**src/rtl/usr_pkg.sv**
```systemverilog
// Shared mode encodings for the universal shift register.
package usr_pkg;

    localparam logic [2:0] MODE_HOLD  = 3'b000;
    localparam logic [2:0] MODE_LOAD  = 3'b001;
    localparam logic [2:0] MODE_SHL   = 3'b010;
    localparam logic [2:0] MODE_SHR   = 3'b011;
    localparam logic [2:0] MODE_ROL   = 3'b100;
    localparam logic [2:0] MODE_ROR   = 3'b101;
    localparam logic [2:0] MODE_ASR   = 3'b110;
    localparam logic [2:0] MODE_CLEAR = 3'b111;

endpackage

```
**src/rtl/d_ff_cell.sv**
```systemverilog
// One-bit rising-edge D flip-flop with synchronous reset to a per-cell value.
module d_ff_cell (
    input  logic clock,
    input  logic reset,
    input  logic rst_val,
    input  logic D,
    output logic Q,
    output logic NQ
);

    logic q_r;

    // Storage bit: reset wins over data.
    always_ff @(posedge clock) begin
        if (reset) begin
            q_r <= rst_val;
        end else begin
            q_r <= D;
        end
    end

    assign Q  = q_r;
    assign NQ = ~q_r;

endmodule

```
**src/rtl/universal_shift_register.sv**
```systemverilog
// WIDTH-bit multi-mode register: load, shifts, rotates, arithmetic right shift
// and a flag holding the bit that most recently left the register.
module universal_shift_register
    import usr_pkg::*;
#(
    parameter int                 WIDTH       = 8,
    parameter logic [WIDTH-1:0]   RESET_VALUE = {WIDTH{1'b0}}
) (
    input  logic             clock,
    input  logic             reset,
    input  logic [2:0]       mode,
    input  logic [WIDTH-1:0] D,
    input  logic             sl_in,
    input  logic             sr_in,
    output logic [WIDTH-1:0] Q,
    output logic [WIDTH-1:0] NQ,
    output logic             shift_out
);

    logic [WIDTH-1:0] q_s;
    logic [WIDTH-1:0] nq_s;
    logic [WIDTH-1:0] next_s;
    logic             so_q_s;
    logic             so_next_s;

    // Each extended vector carries the shifted result plus the departing bit at
    // the far end, so WIDTH = 1 needs no special case.
    logic [WIDTH:0] shl_ext_s;
    logic [WIDTH:0] shr_ext_s;
    logic [WIDTH:0] rol_ext_s;
    logic [WIDTH:0] ror_ext_s;
    logic [WIDTH:0] asr_ext_s;

    assign shl_ext_s = {q_s, sl_in};
    assign shr_ext_s = {sr_in, q_s};
    assign rol_ext_s = {q_s, q_s[WIDTH-1]};
    assign ror_ext_s = {q_s[0], q_s};
    assign asr_ext_s = {q_s[WIDTH-1], q_s};

    // Next-state and departing-bit selection by mode.
    always_comb begin
        next_s    = q_s;
        so_next_s = so_q_s;
        case (mode)
            MODE_HOLD: begin
                next_s    = q_s;
                so_next_s = so_q_s;
            end
            MODE_LOAD: begin
                next_s    = D;
                so_next_s = so_q_s;
            end
            MODE_SHL: begin
                next_s    = shl_ext_s[WIDTH-1:0];
                so_next_s = shl_ext_s[WIDTH];
            end
            MODE_SHR: begin
                next_s    = shr_ext_s[WIDTH:1];
                so_next_s = shr_ext_s[0];
            end
            MODE_ROL: begin
                next_s    = rol_ext_s[WIDTH-1:0];
                so_next_s = rol_ext_s[WIDTH];
            end
            MODE_ROR: begin
                next_s    = ror_ext_s[WIDTH:1];
                so_next_s = ror_ext_s[0];
            end
            MODE_ASR: begin
                next_s    = asr_ext_s[WIDTH:1];
                so_next_s = asr_ext_s[0];
            end
            MODE_CLEAR: begin
                next_s    = {WIDTH{1'b0}};
                so_next_s = 1'b0;
            end
            default: begin
                next_s    = q_s;
                so_next_s = so_q_s;
            end
        endcase
    end

    for (genvar i = 0; i < WIDTH; i++) begin : g_bit
        d_ff_cell u_cell (
            .clock   (clock),
            .reset   (reset),
            .rst_val (RESET_VALUE[i]),
            .D       (next_s[i]),
            .Q       (q_s[i]),
            .NQ      (nq_s[i])
        );
    end

    d_ff_cell u_shift_out (
        .clock   (clock),
        .reset   (reset),
        .rst_val (1'b0),
        .D       (so_next_s),
        .Q       (so_q_s),
        .NQ      ()
    );

    assign Q         = q_s;
    assign NQ        = nq_s;
    assign shift_out = so_q_s;

endmodule

```
**config.mk**
```make
export PLATFORM = sky130hd
export DESIGN_NAME = universal_shift_register
export DESIGN_NICKNAME = d
export VERILOG_FILES = /design/src/rtl/usr_pkg.sv /design/src/rtl/d_ff_cell.sv /design/src/rtl/universal_shift_register.sv
export SDC_FILE = /design/constraint.sdc
export NUM_CORES = 1
export LEC_CHECK = 0
export ABC_AREA = 1
export CORE_MARGIN = 2
export CORE_UTILIZATION = 44
export CTS_CLUSTER_DIAMETER = 100
export CTS_CLUSTER_SIZE = 8
export DETAILED_ROUTE_END_ITERATION = 8
export PLACE_DENSITY_LB_ADDON = 0.3
export SKIP_CTS_REPAIR_TIMING = 1
export SLEW_MARGIN = 20
export SYNTH_ARGS = -nofsm -noshare
export SYNTH_HDL_FRONTEND = slang
export SYNTH_SLANG_ARGS = --single-unit
```
**constraint.sdc**
```tcl
create_clock -name clock -period 2.49 [get_ports clock]
set_input_delay 0.249 -clock clock [delete_from_list [all_inputs] [get_ports clock]]
set_output_delay 0.249 -clock clock [all_outputs]
set_load 0.01 [all_outputs]
```
-- After elaboration in Yosys (flattened, before gate mapping)
Cells that the tools add are included.
- logic and storage cells: 33
- register bits after elaboration: 9
- reductions and logical operators: 5
- bitwise logic cells: 10
- eq/ne operators: 7
- multiplexer cells: 2
- operator list (kind ; count):
    $pmux 8 s7 ; 1
    $eq 3x3->1 const B ; 4
    $not 1->1 ; 10
    $eq 3x2->1 const B ; 2
    $reduce_or 2->1 ; 2
    $eq 3x1->1 const B ; 1
    $logic_not 3->1 ; 1
    $pmux 1 s3 ; 1
    $reduce_or 3->1 ; 1
    $reduce_and 2->1 ; 1

-- Logic depth before layout (Yosys ltp)
Gate-level depths: netlist of run 1.
- word-level depth: 3
- mapped depth: 8
- gate-level depth less buffers: 7

-- Hierarchy
A second synthesis of run 1 with hierarchy kept.
- cell total of the unflattened synthesis: 184
- area, all modules: 993.5 µm²
- by module, submodules not included (module ; instances ; cells each ; area each (µm²)):
    universal_shift_register ; 1 ; 130 ; 644.4
    d_ff_cell ; 9 ; 6 ; 38.8

-- Worst setup path before layout of run 1
OpenSTA, ideal clock, no wires.
- kind: input to register
- start: input port mode[1]
- end: register g_bit[1].u_cell.q_r
- data arrival time: 1.017 ns
- path slack: 1.348 ns
- data required time: 2.365 ns
- stages: 6
- setup time: 0.125 ns
- cells stage by stage: buf_4 -> nor2_4 -> inv_4 -> buf_6 -> o311ai_0 -> nor2_1
- cells in the longest elaborated chain, start to end: 2
- elaborated cells between the ends (all ways): 9
- those cells by class: 7 x eq/ne; 1 x mux; 1 x reduce/logical
- ends and longest elaborated chain (element ; line ; source):
    start, declared ; universal_shift_register.sv:11 ; input logic [2:0] mode,
    $eq 3x3->1 (tied with other cells) ; universal_shift_register.sv:44 ; case (mode)
    $pmux 8 s7 ; universal_shift_register.sv:44 ;
    end signal, assigned ; d_ff_cell.sv:16 ; q_r <= rst_val;
    end, declared ; d_ff_cell.sv:11 ; logic q_r;
Several ways; a longest one is shown, not always the timed one.
A chain may end at the register's enable or synchronous reset.

-- Worst setup path in the final report of run 1
- start: input port mode[1]
- end: register g_bit[7].u_cell.q_r
- cells in the longest elaborated chain, start to end: 3
- elaborated cells between the ends (all ways): 12
- those cells by class: 7 x eq/ne; 1 x mux; 2 x bitwise; 2 x reduce/logical
- ends and longest elaborated chain (element ; line):
    branches (longest 3 deep; another with $pmux 8 s7) ; n/a
    end signal, assigned ; d_ff_cell.sv:16
    end, declared ; d_ff_cell.sv:11
Several ways; the timed one is not identified.

==> impl_metrics.csv, run 1 <==
group,metric,value,unit
timing,finalSetupTns,0,ns
logic_synthesis,synth.distinct_cells,18,
layout,layout_commonest_cell,"clkdlybuf4s50_1",
logic_synthesis,synth-xor-area-share,0,%
route,wl_per_cell,11.8,microns
route,antenna_left,0,
logic_synthesis,syn_area,751,sq um
setup_path,reg2reg_depth,4,
setup_path,path_delay_family,"simple AND/OR/NAND/NOR gates",
layout,layout-drive-gt1-share,7.75,%
logic_synthesis,synth.avg_cell_area,6.59,sq um
grt,grt_pass1_wl,2.73,mm
timing,holdWs,0.507,ns
flow_run,drv_cap,0,
logic_synthesis,yosys.area_share.simple,29.8,%
timing,skew,0.0121,ns
setup_path,end_kind,"flip-flop",
logic_synthesis,syn_inst,114,
timing,rsz0062_at_grt,"no",
floorplan,coreArea,1560,sq um
route,drt_first_pass_iters,4,
floorplan,dieArea,2050,sq um
setup_path,reg2reg_to,"u_shift_out.Q",
grt,grt_max_degree,16,
worst_hold_path,min_from,"g_bit[5].u_cell.Q",
floorplan,die_h,45.3,microns
layout,layout_common_cells,"31 x clkdlybuf4s50_1, 20 x nand2_1, 13 x inv_1",
placement,dp_hpwl,1.30,mm
logic_synthesis,synth_top_family_by_area,"simple AND/OR/NAND/NOR gates",
layout,fin_nets,145,
layout,num_antenna_cells,0,
setup_path,critical_path_required,2.64,ns
clock_tree,tritoncts,"yes",
logic_synthesis,synth-seq-cells,9,
worst_hold_path,hold_depth,2,
clock_tree,clk_root_buffer_cell,"clkbuf_4",
layout,n_fill_cell,148,
logic_synthesis,synth_mux_area_share,0,%
timing,fin_crit_sh,69.3,%
timing,max_freq,580,MHz
clock_tree,clk_latency,0.26,ns
clock_tree,cts.sinks,9,
timing,worst_slew_pin_slew,0.464,ns
route,routed_wl,1.72,mm
setup_path,slowest_delay,0.59,ns
worst_hold_path,hp-class,"flip-flop to flip-flop",
placement,io_buffers,31,
setup_path,path_cells,"clkdlybuf4s50_1, nor2_4, inv_4, nor2_2, nor2_1, o21ai_0, a31oi_1",
worst_hold_path,hold-path-endpoint,"g_bit[5].u_cell.Q",
clock_tree,clk_pin_slew,0.07,ns
placement,place_congestion,0.791,
timing,hold_viol_final,0,
outcome,outcome,"finished clean",
route,drc,0,
setup_path,cp_num_buf_inv,2,
logic_synthesis,ys_warn_count,0,
power_and_ir_drop,power_leakage,0.378,nW
floorplan,rows,14,
logic_synthesis,synth_top_cells_by_area,"dfxtp_1 24%, buf_4 17%, nand2_1 10%",
floorplan,initial_core_util,48.2,%
setup_path,crit_slowest_cell,"clkdlybuf4s50_1",
logic_synthesis,synth-compound-area-share,16.8,%
clock_tree,cts_buffers,3,
grt,grt_use_total,18.2,%
route,vias,787,
timing,drv_slew,0,
clock_tree,cts_max_level,1,
route,viasPerCell,5.43,
logic_synthesis,yosysSeqAreaShare,24.0,%
power_and_ir_drop,vdd_drop_max,0.000240,V
clock_tree,clk_path_buf_depth,2,
timing,finalWorstSetupSlack,0.765,ns
layout,area_growth,26.0,%
logic_synthesis,synth_area_leader_cell,"dfxtp_1",
placement,post-place-ws,0.521,ns
setup_path,arrival,1.88,ns
route,first_iter_violations,20,
grt,grt_overflow_total,0,
grt,grt_antenna_before_repair,0,
timing,slew_headroom,69.0,%
logic_synthesis,synth_top_area_share,24.0,%
setup_path,r2r_slack,1.57,ns
setup_path,critPathLaunchType,"input port",
floorplan,fp.dieW,45.3,microns
setup_path,worstSetupPathType,"input port to flip-flop",
timing,period_minus_slack,1.73,ns
logic_synthesis,synthAdderAreaFrac,0,%
setup_path,critPathMaxFanout,15,
floorplan,pin_count,32,
logic_synthesis,syn_nets,129,
setup_path,worstReg2RegStart,"g_bit[7].u_cell.Q",
power_and_ir_drop,powerDensity,433,nW/um^2
grt,first_global_vias,637,
timing,report.final.setup_viol,0,
## worst min-delay path, stage by stage, from the launching register on
cell     delay, ns
dfxtp_1       0.33
nand2_1       0.07
a21oi_1       0.05
## power by group
group / leakage, nW / switching (mW) / internal [mW]
logic: 0.289 / 0.0615 / 0.0669
clock network: 0.0150 / 0.0554 / 0.0617
registers: 0.0740 / 0.0101 / 0.154
total: 0.378 / 0.127 / 0.282
## Yosys cell counts
| library cell | instances |
|---|---|
| nand2_1 | 20 |
| buf_4 | 17 |
| inv_1 | 13 |
| nor2_1 | 12 |
| a21oi_1 | 11 |
| dfxtp_1 | 9 |
| nand3_1 | 7 |
| o21ai_0 | 6 |
| o311ai_0 | 4 |
| buf_6 | 3 |
| nand4_1 | 3 |
| nand3_2 | 2 |
| nor2_2 | 2 |
| a31oi_1 | 1 |
| clkinv_1 | 1 |
| inv_4 | 1 |
| nand2_2 | 1 |
| nor2_4 | 1 |
## through the flow
step	utilization, %	std cells	instance area (sq um)	total power [mW]
2_1_floorplan	-	114	751	0.252
3_3_place_gp	59.0	141	920	0.293
3_5_place_dp	59.0	141	920	0.294
4_1_cts	60.7	145	946	0.408
5_1_grt	60.7	145	946	0.429
6_report	60.7	145	946	0.409
## sequential cells by signal, indices dropped and copies added (netlist names)
name            flops
u_shift_out.Q       1
g_bit.u_cell.Q      8
## layer usage
| metal | wire length (microns) | vias to the layer above | track usage (%) |
|---|---|---|---|
| li1 | - | 385 | - |
| met1 | 704 | 333 | 26.3 |
| met2 | 774 | 63 | 25.1 |
| met3 | 212 | 6 | 4.40 |
| met4 | 26 | 0 | 8.24 |
| met5 | 0 | - | 0 |
## cell families (layout without fill, tap and decap cells)
| kind of cell | Yosys count | after routing |
|---|---|---|
| flops | 9 | 9 |
| compound gates | 22 | 22 |
| buf+inv | 35 | 50 |
| simple gates | 48 | 48 |
## cell type report
| class | count | area [sq um] | area share [%] |
|---|---|---|---|
| clock buffer | 4 | 26.3 | 2.78 |
| multi-input combinational | 70 | 350 | 37.0 |
| timing repair buffer | 31 | 310 | 32.8 |
| inverter | 15 | 58.8 | 6.22 |
| sequential | 9 | 180 | 19.0 |
| tap | 16 | 20.0 | 2.12 |
## worst max-delay path by stage
stage / end / start / cells after the start
5_1_grt: g_bit[7].u_cell.Q / mode[1] / 7
2_1_floorplan: g_bit[1].u_cell.Q / mode[1] / 6
3_3_place_gp: g_bit[7].u_cell.Q / mode[1] / 7
3_5_place_dp: g_bit[7].u_cell.Q / mode[1] / 7
4_1_cts: g_bit[7].u_cell.Q / mode[1] / 7
6_report: g_bit[7].u_cell.Q / mode[1] / 7
Note: power is estimated with default switching activity, not from simulation.
==> inputs of run 2 (changes only) <==
--- a/config.mk
+++ b/config.mk
@@ -7,7 +7,7 @@
 export LEC_CHECK = 0
 export ABC_AREA = 1
 export CORE_MARGIN = 2
-export CORE_UTILIZATION = 44
+export CORE_UTILIZATION = 37
 export CTS_CLUSTER_DIAMETER = 100
 export CTS_CLUSTER_SIZE = 8
 export DETAILED_ROUTE_END_ITERATION = 8
==> constraint.sdc (replaced) <==
create_clock -name clock -period 1.45 [get_ports clock]
set_input_delay 0.145 -clock clock [delete_from_list [all_inputs] [get_ports clock]]
set_output_delay 0.145 -clock clock [all_outputs]
set_load 0.01 [all_outputs]
==> run 2 against run 1 <==
Global-route usage shrank 1.1 points. Via count grew 4.7%. Combinational power grew 100%. Largest cell class is now buffers.
==> impl_metrics.csv, run 2 (same netlist as run 1, synthesis figures left out) <==
group,metric,value,unit
grt,first_global_vias,761,
clock_tree,clk_path_buf_depth,2,
floorplan,coreArea,1940,sq um
route,vias,824,
timing,slew_headroom,76.5,%
layout,layout-drive-gt1-share,17.4,%
grt,grt_max_degree,9,
grt,grt_overflow_total,0,
setup_path,path_depth,1,
layout,layout_commonest_cell,"clkdlybuf4s50_1",
worst_hold_path,hp-class,"input port to flip-flop",
setup_path,worstSetupStartpoint,"g_bit[0].u_cell.Q",
layout,num_antenna_cells,0,
route,routed_wl,1.89,mm
placement,dp_hpwl,1.49,mm
setup_path,path_cells,"clkdlybuf4s50_1",
layout,design_area,1100,sq um
power_and_ir_drop,powerDensity,675,nW/um^2
layout,largest_register_ffs,8,
setup_path,endpoint,"Q[0]",
timing,rsz0062_at_grt,"no",
timing,worst_slew_pin_slew,0.347,ns
grt,grt_use_total,17.1,%
grt,top_usage_layer,"met2",
route,viasPerCell,4.82,
setup_path,reg2reg_depth,6,
setup_path,slowest_delay,0.57,ns
setup_path,critPathMaxFanout,5,
route,antenna_left,0,
clock_tree,clk_pin_slew,0.06,ns
layout,fin_nets,160,
outcome,outcome,"finished clean",
clock_tree,cts.sinks,9,
timing,report.final.setup_viol,0,
clock_tree,clk_root_buffer_cell,"clkbuf_4",
timing,hold_viol_final,0,
power_and_ir_drop,vdd_drop_max,0.000304,V
placement,place_congestion,0.791,
grt,grt_use_met2,29.7,%
worst_hold_path,hold_depth,3,
layout,layout_common_cells,"30 x clkdlybuf4s50_1, 20 x nand2_1, 13 x inv_1, 13 x buf_4, 12 x nor2_1",
setup_path,r2r_slack,0.54,ns
setup_path,crit_slowest_cell,"clkdlybuf4s50_1",
clock_tree,clk_latency,0.27,ns
grt,grt_antenna_before_repair,0,
timing,max_freq,718,MHz
floorplan,rows,16,
setup_path,cp_num_buf_inv,1,
timing,fin_crit_sh,96.1,%
floorplan,initial_core_util,38.7,%
setup_path,end_kind,"output pin",
setup_path,arrival,1.25,ns
timing,period_minus_slack,1.39,ns
floorplan,dieArea,2410,sq um
layout,area_growth,46.5,%
clock_tree,tritoncts,"yes",
clock_tree,cts_buffers,3,
floorplan,pin_count,32,
power_and_ir_drop,power_leakage,0.465,nW
placement,post-place-ws,-0.161,ns
route,first_iter_violations,16,
placement,io_buffers,31,
route,drc,0,
grt,grtUsageMet3,1.84,%
setup_path,reg2reg_to,"g_bit[0].u_cell.Q",
placement,dp.cells,167,
setup_path,worstSetupPathType,"flip-flop to output pin",
timing,skew,0.00345,ns
setup_path,worstReg2RegStart,"g_bit[7].u_cell.Q",
route,drt_first_pass_iters,4,
timing,finalSetupTns,0,ns
timing,drv_slew,0,
route,wl_per_cell,11.0,microns
floorplan,fp.dieW,49.0,microns
grt,grt_pass1_wl,3.20,mm
placement,placed_cell_area,1070,sq um
flow_run,drv_cap,0,
power_and_ir_drop,power,0.742,mW
setup_path,path_delay_family,"buffers and inverters",
clock_tree,cts_max_level,1,
timing,finalWorstSetupSlack,0.0564,ns
layout,final_cells,171,
setup_path,critPathLaunchType,"flip-flop",
floorplan,die_h,49.0,microns
grt,use_met1,20.2,%
setup_path,critical_path_required,1.31,ns
[run 2: per-layer routing]
metal / vias to the layer above / wire length [microns]
met1: 380 / 795
met5: - / 0
met3: 3 / 84
li1: 417 / -
met2: 24 / 976
met4: 0 / 29
[run 2: how the worst min path moves through the flow]
stage,start,endpoint
5_1_grt,D[7],g_bit[7].u_cell.Q
6_report,D[7],g_bit[7].u_cell.Q
4_1_cts,D[7],g_bit[7].u_cell.Q
3_5_place_dp,g_bit[5].u_cell.Q,g_bit[5].u_cell.Q
2_1_floorplan,reset,g_bit[0].u_cell.Q
3_3_place_gp,g_bit[5].u_cell.Q,g_bit[5].u_cell.Q
[run 2: layout make-up]
type	count	area (sq um)
inverters	15	58.8
flip-flops and latches	9	180
multi-input cells	70	350
repair buffers	46	450
clock buffers	4	26.3
well taps	27	33.8
fillers	214	842
[run 2: stage by stage]
| step | hold slack (ns) | util (%) |
|---|---|---|
| after global routing | 0.482 | 56.6 |
| after global placement | 0.488 | 55.2 |
| after CTS | 0.457 | 56.5 |
| final | 0.455 | 56.6 |
| after floorplan | 0.214 | - |
| after detailed placement | 0.512 | 55.2 |
[run 2: worst reg2reg max path, stage by stage (launching register included)]
cell and delay [ns]:
dfxtp_1 0.39, nand3_1 0.10, nand2_1 0.07, nor2_1 0.04, nand2_1 0.05, nand2_1 0.04
a21oi_1 0.13
[run 2: power breakdown]
group | internal [mW] | switching [mW] | total (mW) | leakage [nW]
Clock | 0.107 | 0.0957 | 0.202 | 0.0150
Combinational | 0.146 | 0.113 | 0.259 | 0.376
Sequential | 0.264 | 0.0168 | 0.281 | 0.0740
Total | 0.517 | 0.225 | 0.742 | 0.465
==> inputs of run 3 (changes only) <==
--- a/config.mk
+++ b/config.mk
@@ -6,6 +6,7 @@
 export NUM_CORES = 1
 export LEC_CHECK = 0
 export ABC_AREA = 1
+export CAP_MARGIN = 10
 export CORE_MARGIN = 2
 export CORE_UTILIZATION = 37
 export CTS_CLUSTER_DIAMETER = 100
@@ -13,6 +14,7 @@
 export DETAILED_ROUTE_END_ITERATION = 8
 export PLACE_DENSITY_LB_ADDON = 0.3
 export SKIP_CTS_REPAIR_TIMING = 1
+export SKIP_LAST_GASP = 1
 export SLEW_MARGIN = 20
 export SYNTH_ARGS = -nofsm -noshare
 export SYNTH_HDL_FRONTEND = slang
==> results of run 3 <==
Same layout as run 2: the final DEF is identical, and so are final timing and power.
